===== src/rtl/seg7_pattern_reader_pkg.sv =====
// seg7_pkg: shared constants and types for the seven-segment readback blocks.
//   SEG7_PATTERNS : active-low segment pattern (g..a) for each hex value 0..F
//   SEG7_BLANK    : all-segments-off pattern
//   seg7_state_e  : stability-filter FSM states
package seg7_pkg;

  localparam logic [6:0] SEG7_PATTERNS [16] = '{
    7'b1000000, // 0
    7'b1111001, // 1
    7'b0100100, // 2
    7'b0110000, // 3
    7'b0011001, // 4
    7'b0010010, // 5
    7'b0000010, // 6
    7'b1111000, // 7
    7'b0000000, // 8
    7'b0010000, // 9
    7'b0001000, // A
    7'b0000011, // b
    7'b1000110, // C
    7'b0100001, // d
    7'b0000110, // E
    7'b0001110  // F
  };

  localparam logic [6:0] SEG7_BLANK = 7'b1111111;

  typedef enum logic [1:0] {
    IDLE,
    COUNT,
    HELD
  } seg7_state_e;

endpackage


===== src/rtl/seg7_pattern_reader_if.sv =====
// seg7_pattern_reader_if: segment sample input and decoded-result valid/ready output.
//   seg_valid/seg_data/seg_digit : sample strobe, active-low pattern (g..a), display index
//   out_valid/out_ready          : result handshake
//   out_value/out_digit/out_illegal : decoded result
//   out_blank                    : only when SEG7_BLANK_EN is defined
// Modports: master = sample producer / result consumer, slave = reader.
interface seg7_pattern_reader_if;
  logic       seg_valid;
  logic [6:0] seg_data;
  logic [2:0] seg_digit;
  logic       out_valid;
  logic       out_ready;
  logic [3:0] out_value;
  logic [2:0] out_digit;
  logic       out_illegal;
`ifdef SEG7_BLANK_EN
  logic       out_blank;
`endif

  modport master (
    output seg_valid, seg_data, seg_digit, out_ready,
    input  out_valid, out_value, out_digit, out_illegal
`ifdef SEG7_BLANK_EN
    , input out_blank
`endif
  );

  modport slave (
    input  seg_valid, seg_data, seg_digit, out_ready,
    output out_valid, out_value, out_digit, out_illegal
`ifdef SEG7_BLANK_EN
    , output out_blank
`endif
  );
endinterface


===== src/rtl/seg7_pattern_reader_lookup.sv =====
// seg7_pattern_lookup: combinational active-low segment pattern -> hex value.
//   pattern_i : segment pattern g..a (active low)
//   value_o   : decoded hex value, 0 when the pattern is not in the table
//   illegal_o : pattern is not one of the 16 hex glyphs
module seg7_pattern_lookup
  import seg7_pkg::*;
(
  input  logic [6:0] pattern_i,
  output logic [3:0] value_o,
  output logic       illegal_o
);

  always_comb begin
    value_o   = '0;
    illegal_o = 1'b1;
    for (int unsigned i = 0; i < 16; i++) begin
      if (pattern_i == SEG7_PATTERNS[i]) begin
        value_o   = 4'(i);
        illegal_o = 1'b0;
      end
    end
  end

endmodule


===== src/rtl/seg7_pattern_reader.sv =====
// seg7_pattern_reader: readback monitor for the seven-segment drive path.
// Filters sampled segment patterns for stability, decodes each stable pattern
// to hex, delivers it over a valid/ready output and mirrors HEX0..HEX5 in a
// shadow register.
//   CLOCK_50 : clock, rising edge
//   resetn   : asynchronous active-low reset
//   bus      : seg7_pattern_reader_if.slave (samples in, results out)
//   digits   : nibble k = last legal value accepted for display k
//   overflow : sticky, set when a result is dropped because out was stalled
// Optional macro SEG7_BLANK_EN: accept 1111111 as a legal blank glyph
// (out_blank=1, out_illegal=0, shadow register not touched).
module seg7_pattern_reader
  import seg7_pkg::*;
#(
  parameter int unsigned STABLE_COUNT = 4,
  parameter int unsigned NUM_DIGITS   = 6
) (
  input  logic                    CLOCK_50,
  input  logic                    resetn,
  seg7_pattern_reader_if.slave    bus,
  output logic [4*NUM_DIGITS-1:0] digits,
  output logic                    overflow
);

  localparam logic [7:0] STABLE_W = 8'(STABLE_COUNT);
  localparam logic [3:0] NDIG_W   = 4'(NUM_DIGITS);

  seg7_state_e            state_q, state_d;
  logic [9:0]             samp_q, samp_d;    // {digit, data}
  logic [7:0]             count_q, count_d;
  logic                   accept;
  logic                   sample_ok;
  logic                   same;
  logic [9:0]             sample;

  logic [3:0]             lk_value;
  logic                   lk_illegal;
  logic                   res_illegal;

  logic                   out_valid_q;
  logic [3:0]             out_value_q;
  logic [2:0]             out_digit_q;
  logic                   out_illegal_q;
  logic [4*NUM_DIGITS-1:0] digits_q;
  logic                   overflow_q;

  seg7_pattern_lookup u_lookup (
    .pattern_i (bus.seg_data),
    .value_o   (lk_value),
    .illegal_o (lk_illegal)
  );

`ifdef SEG7_BLANK_EN
  logic is_blank;
  logic out_blank_q;
  assign is_blank    = (bus.seg_data == SEG7_BLANK);
  assign res_illegal = lk_illegal & ~is_blank;
  assign bus.out_blank = out_blank_q;
`else
  assign res_illegal = lk_illegal;
`endif

  assign sample    = {bus.seg_digit, bus.seg_data};
  // Out-of-range digits are invisible to the filter so they cannot break a run.
  assign sample_ok = bus.seg_valid && ({1'b0, bus.seg_digit} < NDIG_W);
  assign same      = (sample == samp_q);

  always_comb begin
    state_d = state_q;
    samp_d  = samp_q;
    count_d = count_q;
    accept  = 1'b0;
    if (sample_ok) begin
      if (state_q == IDLE || !same) begin
        // New run: with STABLE_COUNT == 1 the first sample already qualifies.
        samp_d  = sample;
        count_d = 8'd1;
        if (STABLE_W == 8'd1) begin
          accept  = 1'b1;
          state_d = HELD;
        end else begin
          state_d = COUNT;
        end
      end else if (state_q == COUNT) begin
        count_d = count_q + 8'd1;
        if (count_d == STABLE_W) begin
          accept  = 1'b1;
          state_d = HELD;
        end
      end
    end
  end

  always_ff @(posedge CLOCK_50 or negedge resetn) begin
    if (!resetn) begin
      state_q       <= IDLE;
      samp_q        <= '0;
      count_q       <= '0;
      out_valid_q   <= 1'b0;
      out_value_q   <= '0;
      out_digit_q   <= '0;
      out_illegal_q <= 1'b0;
      digits_q      <= '0;
      overflow_q    <= 1'b0;
`ifdef SEG7_BLANK_EN
      out_blank_q   <= 1'b0;
`endif
    end else begin
      state_q <= state_d;
      samp_q  <= samp_d;
      count_q <= count_d;
      if (accept) begin
        if (out_valid_q && !bus.out_ready) begin
          overflow_q <= 1'b1;
        end else begin
          out_valid_q   <= 1'b1;
          out_value_q   <= lk_value;
          out_digit_q   <= bus.seg_digit;
          out_illegal_q <= res_illegal;
`ifdef SEG7_BLANK_EN
          out_blank_q   <= is_blank;
`endif
        end
        // Shadow register tracks accepted legal glyphs even when the result is dropped.
        for (int unsigned k = 0; k < NUM_DIGITS; k++) begin
          if (!lk_illegal && bus.seg_digit == 3'(k))
            digits_q[4*k +: 4] <= lk_value;
        end
      end else if (out_valid_q && bus.out_ready) begin
        out_valid_q <= 1'b0;
      end
    end
  end

  assign bus.out_valid   = out_valid_q;
  assign bus.out_value   = out_value_q;
  assign bus.out_digit   = out_digit_q;
  assign bus.out_illegal = out_illegal_q;
  assign digits          = digits_q;
  assign overflow        = overflow_q;

endmodule


===== src/flat_wrapper.sv =====
// flat-port wrapper written by rule: the top's interface ports become plain ports
module seg7_pattern_reader_flat import seg7_pkg::*;
#(
  parameter int unsigned STABLE_COUNT = 4,
  parameter int unsigned NUM_DIGITS   = 6
)
  (CLOCK_50, resetn, digits, overflow, bus_seg_valid, bus_seg_data, bus_seg_digit, bus_out_ready, bus_out_valid, bus_out_value, bus_out_digit, bus_out_illegal);
  seg7_pattern_reader_if bus_i ();
  input  logic CLOCK_50;
  input  logic resetn;
  output logic [4*NUM_DIGITS-1:0] digits;
  output logic overflow;
  input wire logic [$bits(bus_i.seg_valid)-1:0] bus_seg_valid;
  input wire logic [$bits(bus_i.seg_data)-1:0] bus_seg_data;
  input wire logic [$bits(bus_i.seg_digit)-1:0] bus_seg_digit;
  input wire logic [$bits(bus_i.out_ready)-1:0] bus_out_ready;
  output wire logic [$bits(bus_i.out_valid)-1:0] bus_out_valid;
  output wire logic [$bits(bus_i.out_value)-1:0] bus_out_value;
  output wire logic [$bits(bus_i.out_digit)-1:0] bus_out_digit;
  output wire logic [$bits(bus_i.out_illegal)-1:0] bus_out_illegal;
  assign bus_i.seg_valid = bus_seg_valid;
  assign bus_i.seg_data = bus_seg_data;
  assign bus_i.seg_digit = bus_seg_digit;
  assign bus_i.out_ready = bus_out_ready;
  assign bus_out_valid = bus_i.out_valid;
  assign bus_out_value = bus_i.out_value;
  assign bus_out_digit = bus_i.out_digit;
  assign bus_out_illegal = bus_i.out_illegal;
  seg7_pattern_reader #(.STABLE_COUNT(STABLE_COUNT), .NUM_DIGITS(NUM_DIGITS)) u_core (.CLOCK_50(CLOCK_50), .resetn(resetn), .bus(bus_i), .digits(digits), .overflow(overflow));
endmodule

===== config.mk =====
export PLATFORM = sky130hd
export DESIGN_NAME = seg7_pattern_reader_flat
export DESIGN_NICKNAME = d
export VERILOG_FILES = /design/src/rtl/seg7_pattern_reader_pkg.sv /design/src/rtl/seg7_pattern_reader_if.sv /design/src/rtl/seg7_pattern_reader_lookup.sv /design/src/rtl/seg7_pattern_reader.sv /design/src/flat_wrapper.sv
export SDC_FILE = /design/constraint.sdc
export NUM_CORES = 1
export LEC_CHECK = 0
export ABC_AREA = 1
export CORE_UTILIZATION = 35
export CTS_BUF_LIST = sky130_fd_sc_hd__clkbuf_2 sky130_fd_sc_hd__clkbuf_4 sky130_fd_sc_hd__clkbuf_8
export CTS_CLUSTER_SIZE = 12
export DETAILED_ROUTE_END_ITERATION = 8
export GPL_TIMING_DRIVEN = 1
export PLACE_DENSITY_LB_ADDON = 0.15
export SLEW_MARGIN = 20
export SYNTH_ARGS = -nofsm -noshare
export SYNTH_HDL_FRONTEND = slang
export SYNTH_SLANG_ARGS = --single-unit

===== constraint.sdc =====
create_clock -name CLOCK_50 -period 1.84 [get_ports CLOCK_50]
set_input_delay 0.368 -clock CLOCK_50 [delete_from_list [all_inputs] [get_ports CLOCK_50]]
set_output_delay 0.368 -clock CLOCK_50 [all_outputs]
set_load 0.02 [all_outputs]

Yosys cells after proc, flatten, opt, wreduce, memory -nomap -nowiden --
Cells that the tools add are included.
Cells by class: add/subtract/negate cells 1, order comparisons 1, eq/ne operators 24, muxes and demuxes 43, bitwise logic cells 1, reduce and logical (&&, ||, !) cells 31
Operators with widths (number):
- 2-to-1 mux 4 bit | 14
- equality test 7 bit (second input constant) | 4
- 2-to-1 mux 1 bit | 24
- AND reduction 2 bit | 11
- equality test 7 x 5 -> 1 bit (second input constant) | 3
- equality test 7 x 6 -> 1 bit (second input constant) | 3
- 2-to-1 mux 8 bit | 2
- equality test 7 x 2 -> 1 bit (second input constant) | 2
- equality test 7 x 4 -> 1 bit (second input constant) | 2
- equality test 10 bit | 1
- logical AND 1 bit | 9
- adder 8 x 1 -> 8 bit (second input constant) | 1
- equality test 8 x 3 -> 1 bit (second input constant) | 1
- equality test 7 x 3 -> 1 bit (second input constant) | 1
- zero test 7 bit | 1
- equality test 3 x 2 -> 1 bit (second input constant) | 2
- equality test 3 bit (second input constant) | 2
- 2-to-1 mux 2 bit | 3
- nonzero test 2 bit | 3
- equality test 3 x 1 -> 1 bit (second input constant) | 1
- zero test 1 bit | 3
- zero test 3 bit | 1
- < comparator 3 bit (second input constant) | 1
- AND reduction 3 bit | 1
- 5 further kinds | 5
Word-level totals: register bits after elaboration 54, bits of input ports 14, output and inout bits 34, logic and storage cells 115

Logic depth before layout (Yosys ltp) --
depth in word-level cells 20, mapped depth 12, gate-level depth less buffers 12

Hierarchy --
From an unflattened synthesis, not the netlist that was laid out.
Unflattened totals: cells, all modules 371, area total of the unflattened synthesis 2892.8 um2
Modules (own cells, without submodules):
- seg7_pattern_reader | times used 1, cells an instance 312, area an instance 2600.0 um2, seq. area each 1351.3 um2
- seg7_pattern_lookup | times used 1, cells an instance 59, area an instance 292.8 um2, seq. area each 0.0 um2

Least setup slack after synthesis --
No wires, ideal clock.
path kind flip-flop to flip-flop, start register u_core.count_q[0], end register u_core.out_digit_q[0], in the netlist u_core.bus.out_digit[0], setup time 121 ps, data arrival time 1664 ps, required time 1719 ps, path slack 56 ps, cell stages (with the launch flop) 11, path buffers 1, clock period less this slack 1784 ps, path through dfrtp_1 -> ha_1 -> nor3b_1 -> nand2_1 -> nor2_2 -> nand3_2 -> nor2_4 -> nand2_4 -> buf_6 -> o21ai_1 -> nand2_1
Between the ends: cells in the longest elaborated chain, start to end 7
Ends and longest elaborated chain:
- start, declared | line seg7_pattern_reader.sv:30 | logic [7:0] count_q, count_d;
- start signal, assigned | line seg7_pattern_reader.sv:111 | count_q <= count_d;
- adder 8 x 1 -> 8 bit | line seg7_pattern_reader.sv:85 | count_d = count_q + 8'd1;
- equality test 8 x 3 -> 1 bit | line seg7_pattern_reader.sv:86 | if (count_d == STABLE_W) begin
- 2-to-1 mux 1 bit | line seg7_pattern_reader.sv:86
- 2-to-1 mux 1 bit | line seg7_pattern_reader.sv:84 | end else if (state_q == COUNT) begin
- 2-to-1 mux 1 bit | line seg7_pattern_reader.sv:74 | if (state_q == IDLE || !same) begin
- 2-to-1 mux 1 bit | line seg7_pattern_reader.sv:73 | if (sample_ok) begin
- AND reduction 2 bit (no source line)
- end signal, assigned | line seg7_pattern_reader.sv:118 | out_digit_q <= bus.seg_digit;
- end, declared | line seg7_pattern_reader.sv:42 | logic [2:0] out_digit_q;
No other way between the ends. A chain may end at the register's enable or synchronous reset.

Final worst setup path --
start register u_core.count_q[0], end register u_core.out_value_q[3], in the netlist u_core.bus.out_value[3]
Between the ends: cells in the longest elaborated chain, start to end 7
Ends and longest elaborated chain:
- adder 8 x 1 -> 8 bit | line seg7_pattern_reader.sv:85
- equality test 8 x 3 -> 1 bit | line seg7_pattern_reader.sv:86
- 2-to-1 mux 1 bit | line seg7_pattern_reader.sv:86
- 2-to-1 mux 1 bit | line seg7_pattern_reader.sv:84
- 2-to-1 mux 1 bit | line seg7_pattern_reader.sv:74
- 2-to-1 mux 1 bit | line seg7_pattern_reader.sv:73
- AND reduction 2 bit (no source line)
- end signal, assigned | line seg7_pattern_reader.sv:117 | out_value_q <= lk_value;
- end, declared | line seg7_pattern_reader.sv:41 | logic [3:0] out_value_q;
No other way between the ends.

==> parameters.txt <==
Parameter                              Value

Global routing
  Number of antenna violations at the first check in global routing ... 1
  Pin count of the biggest net entering global routing ... 42
  Global-route congestion overflow total ... 0
  GRT Overall Usage ... 0.183
  Wire length of the first global-routing pass ... 14,100 um
  Number of global-route vias before repair ... 2,923

Setup path
  R2r worst-path depth ... 11
  Worst setup path start ... u_core.count_q[0]$_DFFE_PN0P_
  Data required time at the worst endpoint ... 2060 ps
  Largest stage delay, worst path ... 410 ps
  Last element of the critical path ... u_core.bus.out_value[3]$_DFFE_PN0P_
  Worst reg2reg path startpoint ... u_core.count_q[0]$_DFFE_PN0P_
  Cells along the critical path ... ha_4, nor3b_2, nand2_1, nor2_4, nand3_2, nor2_4, buf_12, buf_4, nand2_4, o21ai_1, nand2_1
  Buffer and inverter count on the worst path ... 2
  Register-to-Register Setup Slack ... 20 ps
  Critical path launch point type ... flip-flop
  Max Fanout on Critical Path ... 6
  CP Capture Type ... flip-flop
  Gate family responsible for the most delay along the worst path ... simple AND/OR/NAND/NOR gates
  Critical path data arrival time ... 2040 ps
  Cell count along the critical path ... 11
  Worst Path Class, Setup ... reg -> reg
  R2r endpoint ... u_core.bus.out_value[3]$_DFFE_PN0P_
  Critical-path top delay cell ... sky130_fd_sc_hd__dfrtp_1

Die
  DIE AREA ... 9470 um^2
  Starting density of the core ... 0.363
  Height of the die ... 97.3 um
  Num rows ... 34
  Die width ... 97.3 um
  Core box area ... 8760 um^2
  Number of ports placed on the die boundary ... 48

Yosys
  Yosys warns ... 0
  Leading area contributor after synthesis ... sky130_fd_sc_hd__dfrtp_1
  Post-synthesis async set-or-reset flop share ... 1.00
  Unique masters post-synth ... 28
  Most used DFF post-synth ... sky130_fd_sc_hd__dfrtp_1
  Post-Synthesis Net Count ... 442
  Post-synthesis area per instance ... 7.45 um^2
  Post-Syn Area ... 3180 um^2
  Post-synthesis cell count ... 427
  Synth top area cells ... sky130_fd_sc_hd__dfrtp_1 (42%), sky130_fd_sc_hd__nand2_1 (16%), sky130_fd_sc_hd__nand3_1 (6.0%), sky130_fd_sc_hd__inv_1 (5.8%), sky130_fd_sc_hd__nor2_1 (4.7%)
  Count of state elements after synthesis ... 54
  Sequential-to-total area share from yosys stat ... 0.425
  Number of enable-type register cells in the synthesized netlist ... 0
  Share of the synthesized area in the top cell type ... 0.425

Run
  Number of maximum-capacitance violations ... 0

STA
  Endpoints failing hold ... 0
  Relative slew margins ... 0.682
  Post-route setup TNS ... 0 ps
  Final setup vio count ... 0
  Post-layout minimum cycle time ... 1820 ps
  Worst slew pin tran ... 473 ps
  Hold Slack ... 410 ps
  Worst Slack Setup Final ... 15.7 ps
  Post-route clock period utilization ... 0.991
  Setup clock skew after layout ... 8.22 ps
  Number of max-slew violations in the final report ... 0
  Setup repair after global routing missed its margin ... yes
  Achievable clock frequency ... 548 MHz

Routing
  Drt drc ... 0
  Count of vias placed by the detailed router ... 3,098
  Routed wire length ... 8250 um
  Detailed-router iteration count before antenna repair ... 4
  Detailed Route Iter0 Violations ... 85
  Vias/cell ... 4.77
  Antenna viol nets, final ... 0
  Final routed wire length divided by cell count ... 12.7 um

Finish
  Synth-to-Final Area Change ... 42.2%
  Filler Cells Inserted ... 858
  Most common cell after layout, fill and taps aside ... sky130_fd_sc_hd__nand2_1
  Commonest cells after routing, fill and taps aside ... sky130_fd_sc_hd__nand2_1 (130), sky130_fd_sc_hd__buf_4 (60), sky130_fd_sc_hd__dfrtp_1 (52)
  Share of cells above drive strength 1 ... 0.253
  Core utilization of the finished layout ... 0.516
  Final cell area excluding filler cells ... 4520 um^2
  # nets final ... 555

Min path
  Hold WC Path Type ... in -> reg
  Hold depth ... 3

Clocking
  Deepest clock path buffer count ... 2
  Clock input transition at the sequential cells of the worst setup and hold paths ... 110 ps
  H-tree depth ... 2
  Clock tree from TritonCTS ... built
  Number of buffers created by CTS ... 5
  Total number of clock tree sinks ... 54
  Clk_lat worst skew ... 320 ps
  Clock root buffer ... sky130_fd_sc_hd__clkbuf_8

Place
  Worst slack at placement ... -577 ps
  Number of buffer cells added on primary ports ... 47
  HPWL Detailed ... 6050 um
  Total cell area at the placement stage ... 4160 um^2
  Last weighted congestion value of the routability-driven placer ... 0.876

Power
  Power Internal ... 0.00178 W
  Power density over the cells ... 541 nW/um^2
  Switch share ... 0.272
  P_leak ... 2.25 nW
  Switching Power ... 0.000666 W
  Combinational fraction of design power ... 0.149
  Sequential share of power ... 0.506
  Clock network power share ... 0.346
  Worst ir drop on vdd ... 0.426 mV

Status
  Result of the run ... finished, final reports clean
power groups by stage:
stage | Combinational (W) | Clock, W | Sequential, W
2_1_floorplan | 0.000180 | 0 | 0.00126
3_3_place_gp | 0.000351 | 0 | 0.00126
3_5_place_dp | 0.000355 | 0 | 0.00126
4_1_cts | 0.000365 | 0.000875 | 0.00124
5_1_grt | 0.000407 | 0.000923 | 0.00124
6_report | 0.000364 | 0.000845 | 0.00124
metrics by stage:
stage / cells / total power (W)
5_1_grt: 650 / 0.00257
3_5_place_dp: 631 / 0.00161
4_1_cts: 646 / 0.00248
6_report: 650 / 0.00245
2_1_floorplan: 427 / 0.00144
3_3_place_gp: 631 / 0.00161
state kept, by name, summed over array words and instances (netlist names):
signal / flops
u_core.digits: 24
u_core.samp_q: 10
u_core.count_q: 8
u_core.bus.out_value: 4
u_core.bus.out_digit: 3
u_core.state_q: 2
u_core.bus.out_illegal: 1
u_core.bus.out_valid: 1
u_core.overflow: 1
synth_stat cells (2+ instances only):
cell                       number
sky130_fd_sc_hd__inv_4          2
sky130_fd_sc_hd__nor2_1        40
sky130_fd_sc_hd__nor2_4         3
sky130_fd_sc_hd__nor3_4         2
sky130_fd_sc_hd__o21ai_1       13
sky130_fd_sc_hd__nand3b_4       2
sky130_fd_sc_hd__nand4_1        4
sky130_fd_sc_hd__inv_2          5
sky130_fd_sc_hd__nand2_4        5
sky130_fd_sc_hd__o21bai_1      17
sky130_fd_sc_hd__dfrtp_1       54
sky130_fd_sc_hd__nor2_2        10
sky130_fd_sc_hd__inv_1         49
sky130_fd_sc_hd__nor3_1         3
sky130_fd_sc_hd__xnor2_1        7
sky130_fd_sc_hd__a21oi_1        6
sky130_fd_sc_hd__o21ai_0       14
sky130_fd_sc_hd__nand3_1       38
sky130_fd_sc_hd__buf_4          3
sky130_fd_sc_hd__nand2_1      138
sky130_fd_sc_hd__buf_6          2
sky130_fd_sc_hd__nand3_2        4
tightest hold or removal path, stage by stage:
cell and delay (ps):
sky130_fd_sc_hd__clkbuf_2 140, sky130_fd_sc_hd__inv_2 90, sky130_fd_sc_hd__o21ai_0 80
layer usage:
metal / track usage / vias up / share of wire
met1: 0.245 / 1429 / 0.47
met3: 0.0252 / 10 / 0.037
met5: 0 / - / 0
met2: 0.307 / 75 / 0.47
met4: 0.0543 / 0 / 0.017
li1: - / 1584 / -
kinds of logic (layout without fill, tap and decap cells):
group	Yosys count	in the layout	synth area share
AOI/OAI and AO/OA	51	51	0.0944
xor gates and xnor gates	7	7	0.0193
adders and majority gates	1	1	0.00393
buffers and inverters	62	175	0.0834
DFF	54	54	0.425
other	0	1	0
and+or+nand+nor	252	253	0.374
area by class of cell:
type / count / area (um^2) / share of cell area
clock inverter: 3 / 47.5 / 0.0105
multi-input combinational: 312 / 1740 / 0.384
inverter: 56 / 215 / 0.0476
sequential: 54 / 1350 / 0.299
timing repair buffer: 111 / 962 / 0.213
clock buffer: 5 / 68.8 / 0.0152
tap: 108 / 135 / 0.0299
antenna: 1 / 2.50 / 0.000553
how the worst min path moves through the flow:
stage	end	startpoint	slack (ps)
after global placement	u_core.count_q[5]$_DFFE_PN0P_	resetn	300
final	u_core.samp_q[1]$_DFFE_PN0P_	bus_seg_data[1]	410
after floorplan	u_core.bus.out_digit[0]$_DFFE_PN0P_	resetn	70
after global routing	u_core.samp_q[1]$_DFFE_PN0P_	bus_seg_data[1]	410
after CTS	u_core.digits[14]$_DFFE_PN0P_	u_core.digits[14]$_DFFE_PN0P_	490
after detailed placement	u_core.count_q[5]$_DFFE_PN0P_	resetn	300
repair_timing:
action | CTS | global route
cloned | 1 | 0
endpoints found under the hold margin | 13 | 0
setup buffers | 5 | 3
pin swaps | 9 | 34
setup endpoints to repair | 53 | 35
hold buffers | 1 | 0
resized for setup | 30 | 26
Power figures use the tool's default switching activity.
